File: config.mk
export PLATFORM = sky130hd
export DESIGN_NAME = serial_addsub_ctrl
export DESIGN_NICKNAME = d
export VERILOG_FILES = /design/src/rtl/serial_alu_pkg.sv /design/src/rtl/addSub.sv /design/src/rtl/serial_addsub_ctrl.sv
export SDC_FILE = /design/constraint.sdc
export NUM_CORES = 1
export LEC_CHECK = 0
export ABC_CLOCK_PERIOD_IN_PS = 5600
export BUFFER_PORTS_ARGS = -buffer_cell sky130_fd_sc_hd__buf_2
export CORE_MARGIN = 2
export CORE_UTILIZATION = 35
export DETAILED_ROUTE_END_ITERATION = 12
export SKIP_CTS_REPAIR_TIMING = 1
export SLEW_MARGIN = 20
export SYNTH_ARGS = -nofsm -noshare
export SYNTH_HDL_FRONTEND = slang
export SYNTH_SLANG_ARGS = --single-unit
File: constraint.sdc
create_clock -name clk -period 5.6 [get_ports clk]
set_input_delay 0.56 -clock clk [delete_from_list [all_inputs] [get_ports clk]]
set_output_delay 0.56 -clock clk [all_outputs]
set_load 0.05 [all_outputs]
File: src/rtl/serial_alu_pkg.sv
// Shared types and constants for the bit-serial add/subtract controller:
// FSM state encoding, flag bit positions and the default datapath width.
package serial_alu_pkg;

   localparam int DEFAULT_WIDTH = 64;

   localparam int NEG  = 3;
   localparam int ZERO = 2;
   localparam int OVF  = 1;
   localparam int COUT = 0;

   typedef enum logic [1:0] {
      IDLE = 2'd0,
      RUN  = 2'd1,
      DONE = 2'd2
   } state_t;

endpackage

File: src/rtl/addSub.sv
// One-bit add/subtract slice: computes a + (b ^ sub) + cin and its carry out.
module addSub (
   input  logic i_a,
   input  logic i_b,
   input  logic i_sub,
   input  logic i_cin,
   output logic o_sum,
   output logic o_cout
);

   logic w_b_eff;

   assign w_b_eff = i_b ^ i_sub;
   assign o_sum   = i_a ^ w_b_eff ^ i_cin;
   assign o_cout  = (i_a & w_b_eff) | (i_a & i_cin) | (w_b_eff & i_cin);

endmodule

File: src/rtl/serial_addsub_ctrl.sv
// Bit-serial WIDTH-bit adder/subtractor, one bit per cycle LSB first, with a
// valid/ready handshake on both sides. Define SERIAL_ADDSUB_FLAGS_EN to build the flags.
module serial_addsub_ctrl
   import serial_alu_pkg::*;
#(
   parameter int WIDTH = DEFAULT_WIDTH
) (
   input  logic             clk,
   input  logic             reset,
   input  logic             in_valid,
   output logic             in_ready,
   input  logic [WIDTH-1:0] A,
   input  logic [WIDTH-1:0] B,
   input  logic             subSignal,
   output logic             out_valid,
   input  logic             out_ready,
   output logic [WIDTH-1:0] result,
   output logic [3:0]       flags
);

   localparam int CW = $clog2(WIDTH);
   localparam logic [CW-1:0] LAST = CW'(WIDTH - 1);

   state_t           r_state;
   state_t           w_next_state;
   logic [WIDTH-1:0] r_a;
   logic [WIDTH-1:0] r_b;
   logic [WIDTH-1:0] r_res;
   logic [CW-1:0]    r_cnt;
   logic             r_carry;
   logic             r_sub;
   logic             w_sum;
   logic             w_cout;
   logic             w_last;

   addSub u_slice (
      .i_a    (r_a[0]),
      .i_b    (r_b[0]),
      .i_sub  (r_sub),
      .i_cin  (r_carry),
      .o_sum  (w_sum),
      .o_cout (w_cout)
   );

   assign w_last = (r_cnt == LAST);

   // NOTE: sequential state uses non-blocking assignments so every register
   // samples pre-edge values regardless of block ordering.
   always_ff @(posedge clk or posedge reset) begin
      if (reset) r_state <= IDLE;
      else       r_state <= w_next_state;
   end

   // NOTE: every output of this block gets a default first, so no path
   // through the case can leave a signal unassigned and infer a latch.
   always_comb begin
      w_next_state = r_state;
      in_ready     = 1'b0;
      out_valid    = 1'b0;
      unique case (r_state)
         IDLE: begin
            in_ready = 1'b1;
            if (in_valid) w_next_state = RUN;
         end
         RUN: begin
            if (w_last) w_next_state = DONE;
         end
         DONE: begin
            out_valid = 1'b1;
            if (out_ready) w_next_state = IDLE;
         end
         default: w_next_state = IDLE;
      endcase
   end

   // Sum bits enter at the MSB so that after WIDTH shifts bit 0 lands at bit 0.
   always_ff @(posedge clk or posedge reset) begin
      if (reset) begin
         r_a     <= '0;
         r_b     <= '0;
         r_res   <= '0;
         r_cnt   <= '0;
         r_carry <= 1'b0;
         r_sub   <= 1'b0;
      end else begin
         unique case (r_state)
            IDLE: begin
               if (in_valid) begin
                  r_a     <= A;
                  r_b     <= B;
                  r_sub   <= subSignal;
                  r_carry <= subSignal;
                  r_cnt   <= '0;
               end
            end
            RUN: begin
               r_res   <= {w_sum, r_res[WIDTH-1:1]};
               r_a     <= r_a >> 1;
               r_b     <= r_b >> 1;
               r_carry <= w_cout;
               if (!w_last) r_cnt <= r_cnt + CW'(1);
            end
            default: ;
         endcase
      end
   end

   assign result = r_res;

`ifdef SERIAL_ADDSUB_FLAGS_EN
   logic r_cmsb;

   // Carry entering the MSB slice is the carry register during the last RUN cycle.
   always_ff @(posedge clk or posedge reset) begin
      if (reset)                        r_cmsb <= 1'b0;
      else if (r_state == RUN && w_last) r_cmsb <= r_carry;
   end

   always_comb begin
      flags = 4'b0000;
      if (r_state == DONE) begin
         flags[NEG]  = r_res[WIDTH-1];
         flags[ZERO] = (r_res == '0);
         flags[OVF]  = r_cmsb ^ r_carry;
         flags[COUT] = r_carry;
      end
   end
`else
   assign flags = 4'b0000;
`endif

endmodule

==> summary.txt, run 1 <==
Route
  • Vias per inst: ~4.6
  • Initial DRC count: 431
  • Routed WL: 19,200 um
  • DR pass1 iterations: 4
  • Final ANT Viol Nets: 0
  • WL/cell: 13.7 um
  • Via count: roughly 6.4k
  • Drt drc: 0

Worst setup path
  • Worst-path maximum fanout: between 80 and 90
  • Crit Path Category: register to register
  • CP endpoint kind: register
  • CP startpoint kind: register
  • Critical-path cell list: nand2b_4, buf_12, mux2i_1, o21ai_0
  • Crit path buf inv count: 1
  • Worst Path Arrival: 2770 ps
  • CP top delay family: simple AND/OR/NAND/NOR gates
  • Slowest cell on crit path: nand2b_4
  • Critical Path Max Stage Delay: about 760 ps
  • CP required: approximately 6000 ps

Power
  • Internal power: 3.74 mW
  • Sw Ratio: 0.390
  • Comb pwr share: 0.360
  • Worst vdd ir: ~0.35 mV
  • Switch Pwr: roughly 2.4 mW
  • Share of total power in sequential cells: 0.401
  • Leak Pwr: about 5.3 nW
  • Power per standard cell area: about 570 nW/um2
  • Clock Power Share: 0.238
  • Pwr Total: around 6.1 mW

STA
  • Endpoints failing setup: 0
  • Fin. Hold Viols: 0
  • Max-slew violations: 0
  • Setup ws final: about 3200 ps
  • Slew Limit Headroom: 0.390
  • Slew @ Worst Pin: ~900 ps
  • Fmax: 414 MHz
  • RSZ-0062 raised after global routing: false
  • Fin Hold WS: 304 ps
  • Setup TNS Final: 0 ps
  • Clk_skew: about 14 ps
  • Post-route minimum period: approximately 2400 ps
  • Tcrit/Tclk final: 0.431

Global route
  • Total grt overflow: 0
  • GR peak layer: met2
  • GR Layer Usage met1: 0.203
  • GR met3 Demand/Resource: 0.0427
  • Number of global-route vias before repair: between 6k and 7k
  • GR Util All Layers: 0.141
  • First-pass GRT wire length: about 31,000 um
  • Largest net degree at the start of global routing: roughly 160
  • Antenna violations before repair: 3
  • Global routing met2 resource utilization: 0.211

Die
  • Die area: 26,800 um2
  • I/O pins: approximately 200
  • Core area: between 20,000 and 30,000 um2
  • Initial Util: 0.356
  • Row count: 58
  • Die width: approximately 160 um
  • Die height: ~160 um

Placed design
  • Post-Place Cells: roughly 1.4k
  • Placement Cell Area: between 10,000 and 15,000 um2
  • GP Congestion: about 0.73
  • DP Worst Slack: 3150 ps
  • Post-DP HPWL: ~13,000 um
  • Port Buffer Count: 198

Layout
  • Post-layout util: 0.431
  • Non-filler instance count after layout: 1,401
  • Design Area, Final: between 10,000 and 15,000 um2
  • Area Overhead vs Synth: 21.0%
  • Layout cell share with drive strength beyond 1: 0.231
  • Nets: ~1.2k

Yosys
  • Count leader, synth: nand2_1
  • Synthesized area: around 9000 um2
  • Mean post-synth cell area: 10.1 um2
  • Synth Instances: approximately 890
  • Distinct cells, synth: 35
  • Post-synthesis sequential area ratio: 0.565
  • Yosys warnings: 0
  • Post-synth ARST share: 1.00
  • Dominant synthesized flop cell: dfrtp_1
  • Yosys reg bits: about 200
  • EDFF count, synth: 0
  • Top cell type by total area after synthesis: dfrtp_1
  • Share of the synthesized area in the top cell type: 0.565
  • Synth cell count leaders: 322 x nand2_1, 202 x dfrtp_1, 127 x mux2i_1
  • Area contributors post-synth: dfrtp_1 57%, mux2i_1 14%, nand2_1 14%, o21ai_0 5.5%, buf_6 2.6%

Clock tree
  • CTS tree: done
  • Worst-Skew Late Latency: 510 ps
  • Max Root-Sink Buffers: 3
  • Root cell of the clock tree: clkbuf_16
  • Clock transition at the registers of the reported paths: approximately 60 ps
  • Num CTS Buffers: 24
  • Htree depth: 1
  • Clock sinks: around 200

Run
  • Max-cap violation count: 0

Status
  • Status: finished clean

Hold path
  • Worst hold path class: input pin to register
## power groups by stage
| stage | registers (mW) | logic [mW] | clock network [mW] |
|---|---|---|---|
| 2_1_floorplan | 2.91 | 1.32 | 0 |
| 3_3_place_gp | 2.47 | 2.16 | 0 |
| 3_5_place_dp | 2.48 | 2.25 | 0 |
| 4_1_cts | 2.46 | 2.25 | 1.52 |
| 5_1_grt | 2.54 | 2.46 | 1.57 |
| 6_report | 2.46 | 2.21 | 1.46 |
## per-layer routing
metal,vias to the layer above,wire length (um)
met5,-,13
met4,2,370
li1,3271,-
met2,163,8280
met1,2932,9110
met3,27,1470
## layout make-up
type                    instances  area (um2)
well taps                     330         413
multi-input cells             614        3430
flip-flops and latches        202        5050
diodes                          2        5.00
fillers                      2483       14300
inverters                       7        30.0
clock buffers                  37         741
repair buffers                209        1150
## worst reg2reg max path, delay by kind of cell, from the launching register on
kind,cells,cell delay (ps)
flops,1,530
simple gates,1,760
compound gates,1,90
mux,1,340
buf+inv,1,550
## cell usage in the layout (no fill, tap or decap), types with 6 or more instances in the layout
cell       instances
dfrtp_1          202
buf_2            198
inv_1              6
o21ai_0           99
mux2i_1          127
buf_4              6
clkbuf_8           7
o21ai_1           31
nand2_1          322
clkbuf_16         25
## flip-flops by register name, summed over array words and instances, names as in the netlist
| signal | flops |
|---|---|
| r_carry | 1 |
| r_a | 64 |
| r_sub | 1 |
| r_b | 64 |
| r_cnt | 6 |
| r_state | 2 |
| result | 64 |
## path summary, 6_finish.rpt
kind / slack (ps) / from / endpoint / cells past startpoint
max: 3190 / r_state[1] / r_b[52] / 4
min: 300 / subSignal / r_sub / 2
max reg2reg: 3190 / r_state[1] / r_b[52] / 4
min reg2reg: 470 / r_a[14] / r_a[14] / 2
max in group asynchronous: 4610 / reset / r_b[46] / 3
min in group asynchronous: 350 / reset / result[16] / 3
## logic make-up (layout without fill, tap and decap cells)
| logic type | count (synthesis) | in the layout | synth area share |
|---|---|---|---|
| adder cells (fa/ha/maj) | 2 | 2 | 0.00364 |
| AND/OR/NAND/NOR | 332 | 332 | 0.142 |
| buffers and inverters | 72 | 253 | 0.0542 |
| flip-flops | 202 | 202 | 0.565 |
| XOR/XNOR | 1 | 1 | 0.000980 |
| other | 1 | 6 | 0.000419 |
| AO/OA/AOI/OAI | 147 | 147 | 0.0899 |
| multiplexers | 128 | 128 | 0.143 |
(Power assumes the default switching activity.)
==> run 2: changes to the inputs <==
--- a/config.mk
+++ b/config.mk
@@ -5,7 +5,7 @@
 export SDC_FILE = /design/constraint.sdc
 export NUM_CORES = 1
 export LEC_CHECK = 0
-export ABC_CLOCK_PERIOD_IN_PS = 5600
+export ABC_CLOCK_PERIOD_IN_PS = 2200
 export BUFFER_PORTS_ARGS = -buffer_cell sky130_fd_sc_hd__buf_2
 export CORE_MARGIN = 2
 export CORE_UTILIZATION = 35
==> constraint.sdc (replaced) <==
create_clock -name clk -period 2.2 [get_ports clk]
set_input_delay 0.22 -clock clk [delete_from_list [all_inputs] [get_ports clk]]
set_output_delay 0.22 -clock clk [all_outputs]
set_load 0.05 [all_outputs]
==> run 2 against run 1 <==
The flow now finishes with violations (hold timing). Combinational power increased to 2.6 times the previous value. Global-route usage increased by 0.14 points. Via count increased by 2.2%. Core utilization increased by 1.2 points. Flip-flop and latch count unchanged. Total power increased to 2.6 times the previous value. Final area increased by 2.8%. Clock skew decreased by 5.7 ps. Sequential share of layout area decreased by 1.3 points. Worst setup slack got worse by 2800 ps. Critical path type unchanged. Largest power group unchanged. Highest routed layer is now met4.
==> summary.txt, run 2 (same netlist as run 1, synthesis figures left out) <==
Clock tree
  • Max Root-Sink Buffers: 3 (unchanged)
  • CTS tree: done (unchanged)
  • Num CTS Buffers: 24 (unchanged)
  • Htree depth: 1 (unchanged)
  • Root cell of the clock tree: clkbuf_16 (unchanged)
  • Clock transition at the registers of the reported paths: 60 ps (about the same)
  • Worst-Skew Late Latency: 500 ps (was 510 ps)
  • Clock sinks: 202 (unchanged)

Hold path
  • Hold_sp: B[42] (was subSignal)
  • Hold depth: 3 (was 2)
  • Worst Hold End: r_b[42] (was r_sub)
  • Worst hold path class: input pin to register (unchanged)

Global route
  • First-pass GRT wire length: 31,600 um (was 31,300 um)
  • GR Util All Layers: 0.143 (was 0.141)
  • Total grt overflow: 0 (unchanged)
  • Number of global-route vias before repair: 6,232 (was 6,164)
  • Antenna violations before repair: 1 (was 3)
  • Largest net degree at the start of global routing: 132 (was 162)

Die
  • I/O pins: 203 (unchanged)
  • Core area: 25,100 um2 (unchanged)
  • Die height: 164 um (unchanged)
  • Die area: 26,800 um2 (unchanged)
  • Die width: 164 um (unchanged)
  • Row count: 58 (unchanged)
  • Initial Util: 0.356 (unchanged)

STA
  • Fmax: 539 MHz (was 414 MHz)
  • Fin Hold WS: -15.3 ps (was 304 ps)
  • Fin. Hold Viols: 11 (was 0)
  • RSZ-0062 raised after global routing: false (unchanged)
  • Setup ws final: 344 ps (was 3190 ps)
  • Clk_skew: 7.84 ps (was 13.5 ps)
  • Max-slew violations: 0 (unchanged)
  • Tcrit/Tclk final: 0.844 (was 0.431)
  • Post-route minimum period: 1860 ps (was 2410 ps)
  • Endpoints failing setup: 0 (unchanged)

Placed design
  • Post-DP HPWL: 13,000 um (was 12,700 um)
  • DP Worst Slack: 344 ps (was 3150 ps)
  • Port Buffer Count: 198 (unchanged)
  • GP Congestion: 0.735 (was 0.734)

Layout
  • Post-layout util: 0.443 (was 0.431)
  • Layout cell share with drive strength beyond 1: 0.240 (was 0.231)
  • Area Overhead vs Synth: 24.5% (was 21.0%)
  • Most frequent cells in the layout: 322 x nand2_1, 202 x dfrtp_1, 198 x buf_2, 127 x mux2i_1, 99 x o21ai_0 (unchanged)
  • Nets: 1,212 (was 1,193)
  • Commonest non-fill, non-tap cell in the layout: nand2_1 (unchanged)

Worst setup path
  • Worst-path maximum fanout: 15 (was 84)
  • Reg2Reg Launch Point: r_state[0] (was r_state[1])
  • Crit Path Category: register to register (unchanged)
  • Critical Path Max Stage Delay: 610 ps (was 760 ps)
  • Slowest cell on crit path: dfrtp_1 (was nand2b_4)
  • R2R setup slack: 340 ps (was 3190 ps)
  • R2R depth: 4 (unchanged)
  • Cell count along the critical path: 4 (unchanged)
  • CP startpoint kind: register (unchanged)
  • Critical-path cell list: nor2b_4, buf_4, mux2i_1, o21ai_0 (was nand2b_4, buf_12, mux2i_1, o21ai_0)
  • CP endpoint kind: register (unchanged)
  • Worst Path Arrival: 2220 ps (was 2770 ps)
  • Crit path buf inv count: 1 (unchanged)
  • CP required: 2560 ps (was 5960 ps)
  • CP top delay family: flip-flops (was simple AND/OR/NAND/NOR gates)
  • Reg-to-reg endpoint: r_a[31] (was r_b[52])

Run
  • Max-cap violation count: 0 (unchanged)

Power
  • Worst vdd ir: 1.02 mV (was 0.349 mV)
  • Leak Pwr: 5.45 nW (was 5.30 nW)
  • Pwr Total: 16.1 mW (was 6.13 mW)
  • Power per standard cell area: 1450 nW/um2 (was 566 nW/um2)

Route
  • Final ANT Viol Nets: 0 (unchanged)
  • Drt drc: 0 (unchanged)
  • Initial DRC count: 326 (was 431)
  • WL/cell: 13.7 um (about the same)
  • Vias per inst: 4.59 (was 4.56)
  • Via count: 6,533 (was 6,395)
  • DR pass1 iterations: 4 (unchanged)
  • Routed WL: 19,500 um (was 19,200 um)

Status
  • Failing checks: hold timing
  • Status: finished, violations left (was finished clean)
run 2: changes by cell type in the layout (fill, tap and decap cells not counted):
cell	before	now
clkbuf_1	5	3
bufinv_16	0	3
dlygate4sd3_1	0	10
clkinv_2	0	4
clkbuf_8	7	6
buf_16	2	0
buf_12	3	10
buf_4	6	10
run 2: layout make-up:
cell class                      instances  area [um2]
Fill cell                            2447       14000
Sequential cell                       202        5050
Multi-Input combinational cell        614        3430
Timing Repair Buffer                  228        1370
Clock buffer                           34         719
Tap cell                              330         413
Clock inverter                          7         110
Inverter                                7        30.0
Antenna cell                            2        5.00
run 2: tightest hold or removal path: stages:
cell	delay (ps)
buf_2	70
mux2i_1	50
o21ai_1	100
run 2: report_power, final:
group          leakage, nW  total [mW]  switching [mW]  internal, mW
Clock                0.413        4.13            1.52          2.61
Combinational         2.48        5.77            3.70          2.07
Sequential            2.56        6.25           0.962          5.29
run 2: how the worst max path moves through the flow:
stage	startpoint	endpoint
finish	r_state[0]	r_a[31]
global route	r_state[0]	r_a[36]
CTS	r_state[0]	r_a[39]
detailed placement	r_state[0]	r_a[33]
global placement	r_state[0]	r_a[31]
floorplan	reset	r_a[0]
run 2: routing by layer:
| metal | share of wire | routed length [um] | up-vias | global-route usage |
|---|---|---|---|---|
| met5 | 0 | 0 | - | 0 |
| met4 | 0.015 | 295 | 0 | 0.0355 |
| met3 | 0.071 | 1390 | 27 | 0.0432 |
| met2 | 0.43 | 8460 | 150 | 0.210 |
| met1 | 0.48 | 9390 | 3033 | 0.206 |
| li1 | - | - | 3323 | - |
run 2: stage by stage:
stage          instances  setup TNS (ps)  area [um2]
2_1_floorplan        888         -128530        8950
3_3_place_gp        1371               0       10200
3_5_place_dp        1371               0       10200
4_1_cts             1412               0       11000
5_1_grt             1422               0       11100
6_report            1424               0       11100
==> run 3: changes to the inputs <==
--- a/config.mk
+++ b/config.mk
@@ -5,7 +5,8 @@
 export SDC_FILE = /design/constraint.sdc
 export NUM_CORES = 1
 export LEC_CHECK = 0
-export ABC_CLOCK_PERIOD_IN_PS = 2200
+export ABC_AREA = 1
+export ABC_CLOCK_PERIOD_IN_PS = 1800
 export BUFFER_PORTS_ARGS = -buffer_cell sky130_fd_sc_hd__buf_2
 export CORE_MARGIN = 2
 export CORE_UTILIZATION = 35
==> constraint.sdc (replaced) <==
create_clock -name clk -period 1.8 [get_ports clk]
set_input_delay 0.18 -clock clk [delete_from_list [all_inputs] [get_ports clk]]
set_output_delay 0.18 -clock clk [all_outputs]
set_load 0.05 [all_outputs]
==> run 3 against run 2 <==
Routed wire length rose by 11%. Sequential share of layout area increased by 0.58 points. Critical path depth is 1 lower. The run still ends with hold timing left. First-iteration DRC count increased by 69%. Hold slack lost 14 ps. Flip-flop and latch count unchanged. Clock-buffer cell count shrank 2. Non-clock buffer count is 9 higher. Highest routed layer is now met5. Combinational power increased by 55%. Synthesized cell count grew 17%.
==> summary.txt, run 3 <==
Status
  • Status: finished, violations left (unchanged)
  • Failing checks: hold timing (unchanged)

Route
  • WL/cell: 13.9 um (was 13.7 um)
  • Drt drc: 0 (unchanged)
  • Via count: 7,539 (was 6,533)
  • Final ANT Viol Nets: 0 (unchanged)
  • Routed WL: 21,800 um (was 19,500 um)
  • DR pass1 iterations: 5 (was 4)
  • Initial DRC count: 551 (was 326)
  • Vias per inst: 4.80 (was 4.59)

Clock tree
  • Root cell of the clock tree: clkbuf_16 (unchanged)
  • Htree depth: 1 (unchanged)
  • Clock transition at the registers of the reported paths: 60 ps (about the same)
  • Worst-Skew Late Latency: 510 ps (was 500 ps)
  • Num CTS Buffers: 23 (was 24)
  • Max Root-Sink Buffers: 3 (unchanged)
  • Clock sinks: 202 (unchanged)
  • CTS tree: done (unchanged)

Power
  • Power per standard cell area: 1950 nW/um2 (was 1450 nW/um2)
  • Leak Pwr: 5.71 nW (was 5.45 nW)
  • Worst vdd ir: 0.955 mV (was 1.02 mV)

Yosys
  • Post-synth ARST share: 1.00 (unchanged)
  • Post-synthesis sequential area ratio: 0.582 (was 0.565)
  • Main combinational cell family by area after synthesis: simple AND/OR/NAND/NOR gates (was multiplexers)
  • Mean post-synth cell area: 8.36 um2 (was 10.1 um2)
  • Synth Area in Adders: 0.00375 (was 0.00364)
  • Yosys reg bits: 202 (unchanged)
  • Area contributors post-synth: dfrtp_1 58%, nand2_1 15%, o21ai_0 7.4%, a21oi_1 7.3%, nor2_1 5.6% (was dfrtp_1 57%, mux2i_1 14%, nand2_1 14%, o21ai_0 5.5%, buf_6 2.6%)
  • Simple-Gate Fraction of Synth Area: 0.210 (was 0.142)
  • Synth cell count leaders: 337 x nand2_1, 202 x dfrtp_1, 129 x nor2_1 (was 322 x nand2_1, 202 x dfrtp_1, 127 x mux2i_1)
  • Yosys warnings: 0 (unchanged)
  • Dominant synthesized flop cell: dfrtp_1 (unchanged)
  • Top cell type by total area after synthesis: dfrtp_1 (unchanged)
  • XOR/XNOR Fraction of Synth Area: 0.00101 (was 0.000980)
  • Share of the synthesized area in the top cell type: 0.582 (was 0.565)
  • Synthesized area: 8680 um2 (was 8940 um2)
  • EDFF count, synth: 0 (unchanged)
  • Mux share of post-synthesis cell area: 0 (was 0.143)
  • Synth Instances: 1,039 (was 885)
  • Count leader, synth: nand2_1 (unchanged)
  • Distinct cells, synth: 22 (was 35)
  • Compound-Gate Fraction of Synth Area: 0.153 (was 0.0899)

Worst setup path
  • CP startpoint kind: register (unchanged)
  • Crit Path Category: register to output pin (was register to register)
  • Worst-path maximum fanout: 3 (was 15)
  • CP endpoint kind: output pin (was register)
  • Worst Path Arrival: 1480 ps (was 2220 ps)
  • CP required: 1620 ps (was 2560 ps)
  • Critical-path cell list: inv_2, nor2_1, buf_2 (was nor2b_4, buf_4, mux2i_1, o21ai_0)
  • Critical Path Max Stage Delay: 430 ps (was 610 ps)
  • Reg2Reg Launch Point: r_state[1] (was r_state[0])
  • Slowest cell on crit path: dfrtp_1 (unchanged)
  • Worst setup path startpoint: r_state[1] (was r_state[0])

Placed design
  • Port Buffer Count: 198 (unchanged)
  • Placement Cell Area: 9970 um2 (was 10,200 um2)
  • GP Congestion: 0.746 (was 0.735)
  • Post-DP HPWL: 13,600 um (was 13,000 um)

Run
  • Max-cap violation count: 0 (unchanged)

STA
  • Post-route minimum period: 1660 ps
  • Clk_skew: 8.66 ps (was 7.84 ps)
  • Tcrit/Tclk final: 0.923
  • Fmax: approximately 600 MHz
  • Fin. Hold Viols: 38 (was 11)
  • RSZ-0062 raised after global routing: false (unchanged)
  • Fin Hold WS: -28.9 ps (was -15.3 ps)
  • Endpoints failing setup: 0 (unchanged)
  • Max-slew violations: 0 (unchanged)
  • Setup TNS Final: 0 ps (unchanged)

Global route
  • GR Util All Layers: 0.164 (was 0.143)
  • Number of global-route vias before repair: 7,175 (was 6,232)
  • Largest net degree at the start of global routing: 103 (was 132)
  • First-pass GRT wire length: 35,800 um (was 31,600 um)
  • Antenna violations before repair: 2 (was 1)
  • Total grt overflow: 0 (unchanged)

Die
  • I/O pins: 203 (unchanged)
  • Die width: 162 um (was 164 um)
  • Die height: 162 um (was 164 um)
  • Die area: 26,100 um2 (was 26,800 um2)
  • Core area: 24,300 um2 (was 25,100 um2)
  • Row count: 57 (was 58)
  • Initial Util: 0.357 (was 0.356)

Layout
  • Layout cell share with drive strength beyond 1: 0.204 (was 0.240)
  • Nets: 1,365 (was 1,212)
  • Post-layout util: 0.452 (was 0.443)
  • Most frequent cells in the layout: 335 x nand2_1, 202 x dfrtp_1, 198 x buf_2, 128 x o21ai_0, 128 x nor2_1 (was 322 x nand2_1, 202 x dfrtp_1, 198 x buf_2, 127 x mux2i_1, 99 x o21ai_0)
  • Commonest non-fill, non-tap cell in the layout: nand2_1 (unchanged)
  • Area Overhead vs Synth: 26.5% (was 24.5%)
  • Design Area, Final: 11,000 um2 (was 11,100 um2)

Hold path
  • Worst hold path class: input pin to register (unchanged)
  • Hold_sp: A[52] (was B[42])
[run 3: cell count changes after synthesis, sizes merged, moves of 3 or more]
cell and change:
buf +3, clkbuf +6, nand3 +9, a21oi +121
nand2 +15, nor2 +129, inv +9, mux2i -127
o21ai +5
[run 3: path summary, 6_finish.rpt]
path / to / slack [ps] / cells past startpoint
min in group asynchronous: r_cnt[1] / 210 / 3
worst min register to register: result[0] / 480 / 2
worst max-delay path: out_valid / 140 / 3
worst min-delay path: r_a[52] / -30 / 3
worst max register to register: r_a[30] / 210 / 6
max in group asynchronous: r_b[27] / 930 / 4
[run 3: power by group]
group | leakage [nW] | internal (mW) | switching [mW]
logic | 2.80 | 2.87 | 6.10
clock network | 0.371 | 2.90 | 1.83
registers | 2.54 | 6.59 | 1.16
total | 5.71 | 12.4 | 9.09
[run 3: through the flow]
step           setup WS [ps]  power [mW]  instances
2_1_floorplan           -996        14.6       1042
3_3_place_gp             262        16.5       1504
3_5_place_dp             197        16.8       1504
4_1_cts                  129        21.7       1544
5_1_grt                 31.5        23.3       1569
6_report                 139        21.5       1570
[run 3: worst max-delay path, delay by kind of cell, from the launching register on]
family	cells	cell delay, ps
flip-flops	1	430
buffers and inverters	2	380
AND/OR/NAND/NOR	1	150
[run 3: cell type report]
class,instances,area [um2]
Fill cell,2396,13300
Tap cell,324,405
Multi-Input combinational cell,750,3220
Antenna cell,1,2.50
Timing Repair Buffer,237,1470
Clock inverter,8,121
Sequential cell,202,5050
Inverter,16,66.3
Clock buffer,32,639
[run 3: cells by family after synthesis]
| family | Yosys count |
|---|---|
| buffers and inverters | 90 |
| adders and majority gates | 2 |
| and+or+nand+nor | 479 |
| DFF | 202 |
| xor gates and xnor gates | 1 |
| other | 1 |
| AOI/OAI and AO/OA | 264 |
[run 3: metal layers]
| layer | vias up | wire, um | part of all wire | GRT usage |
|---|---|---|---|---|
| met4 | 2 | 402 | 0.018 | 0.0394 |
| met1 | 3598 | 10600 | 0.49 | 0.243 |
| met2 | 189 | 9480 | 0.44 | 0.248 |
| li1 | 3721 | - | - | - |
| met3 | 29 | 1260 | 0.058 | 0.0326 |
| met5 | - | 13 | 0.00060 | 0 |
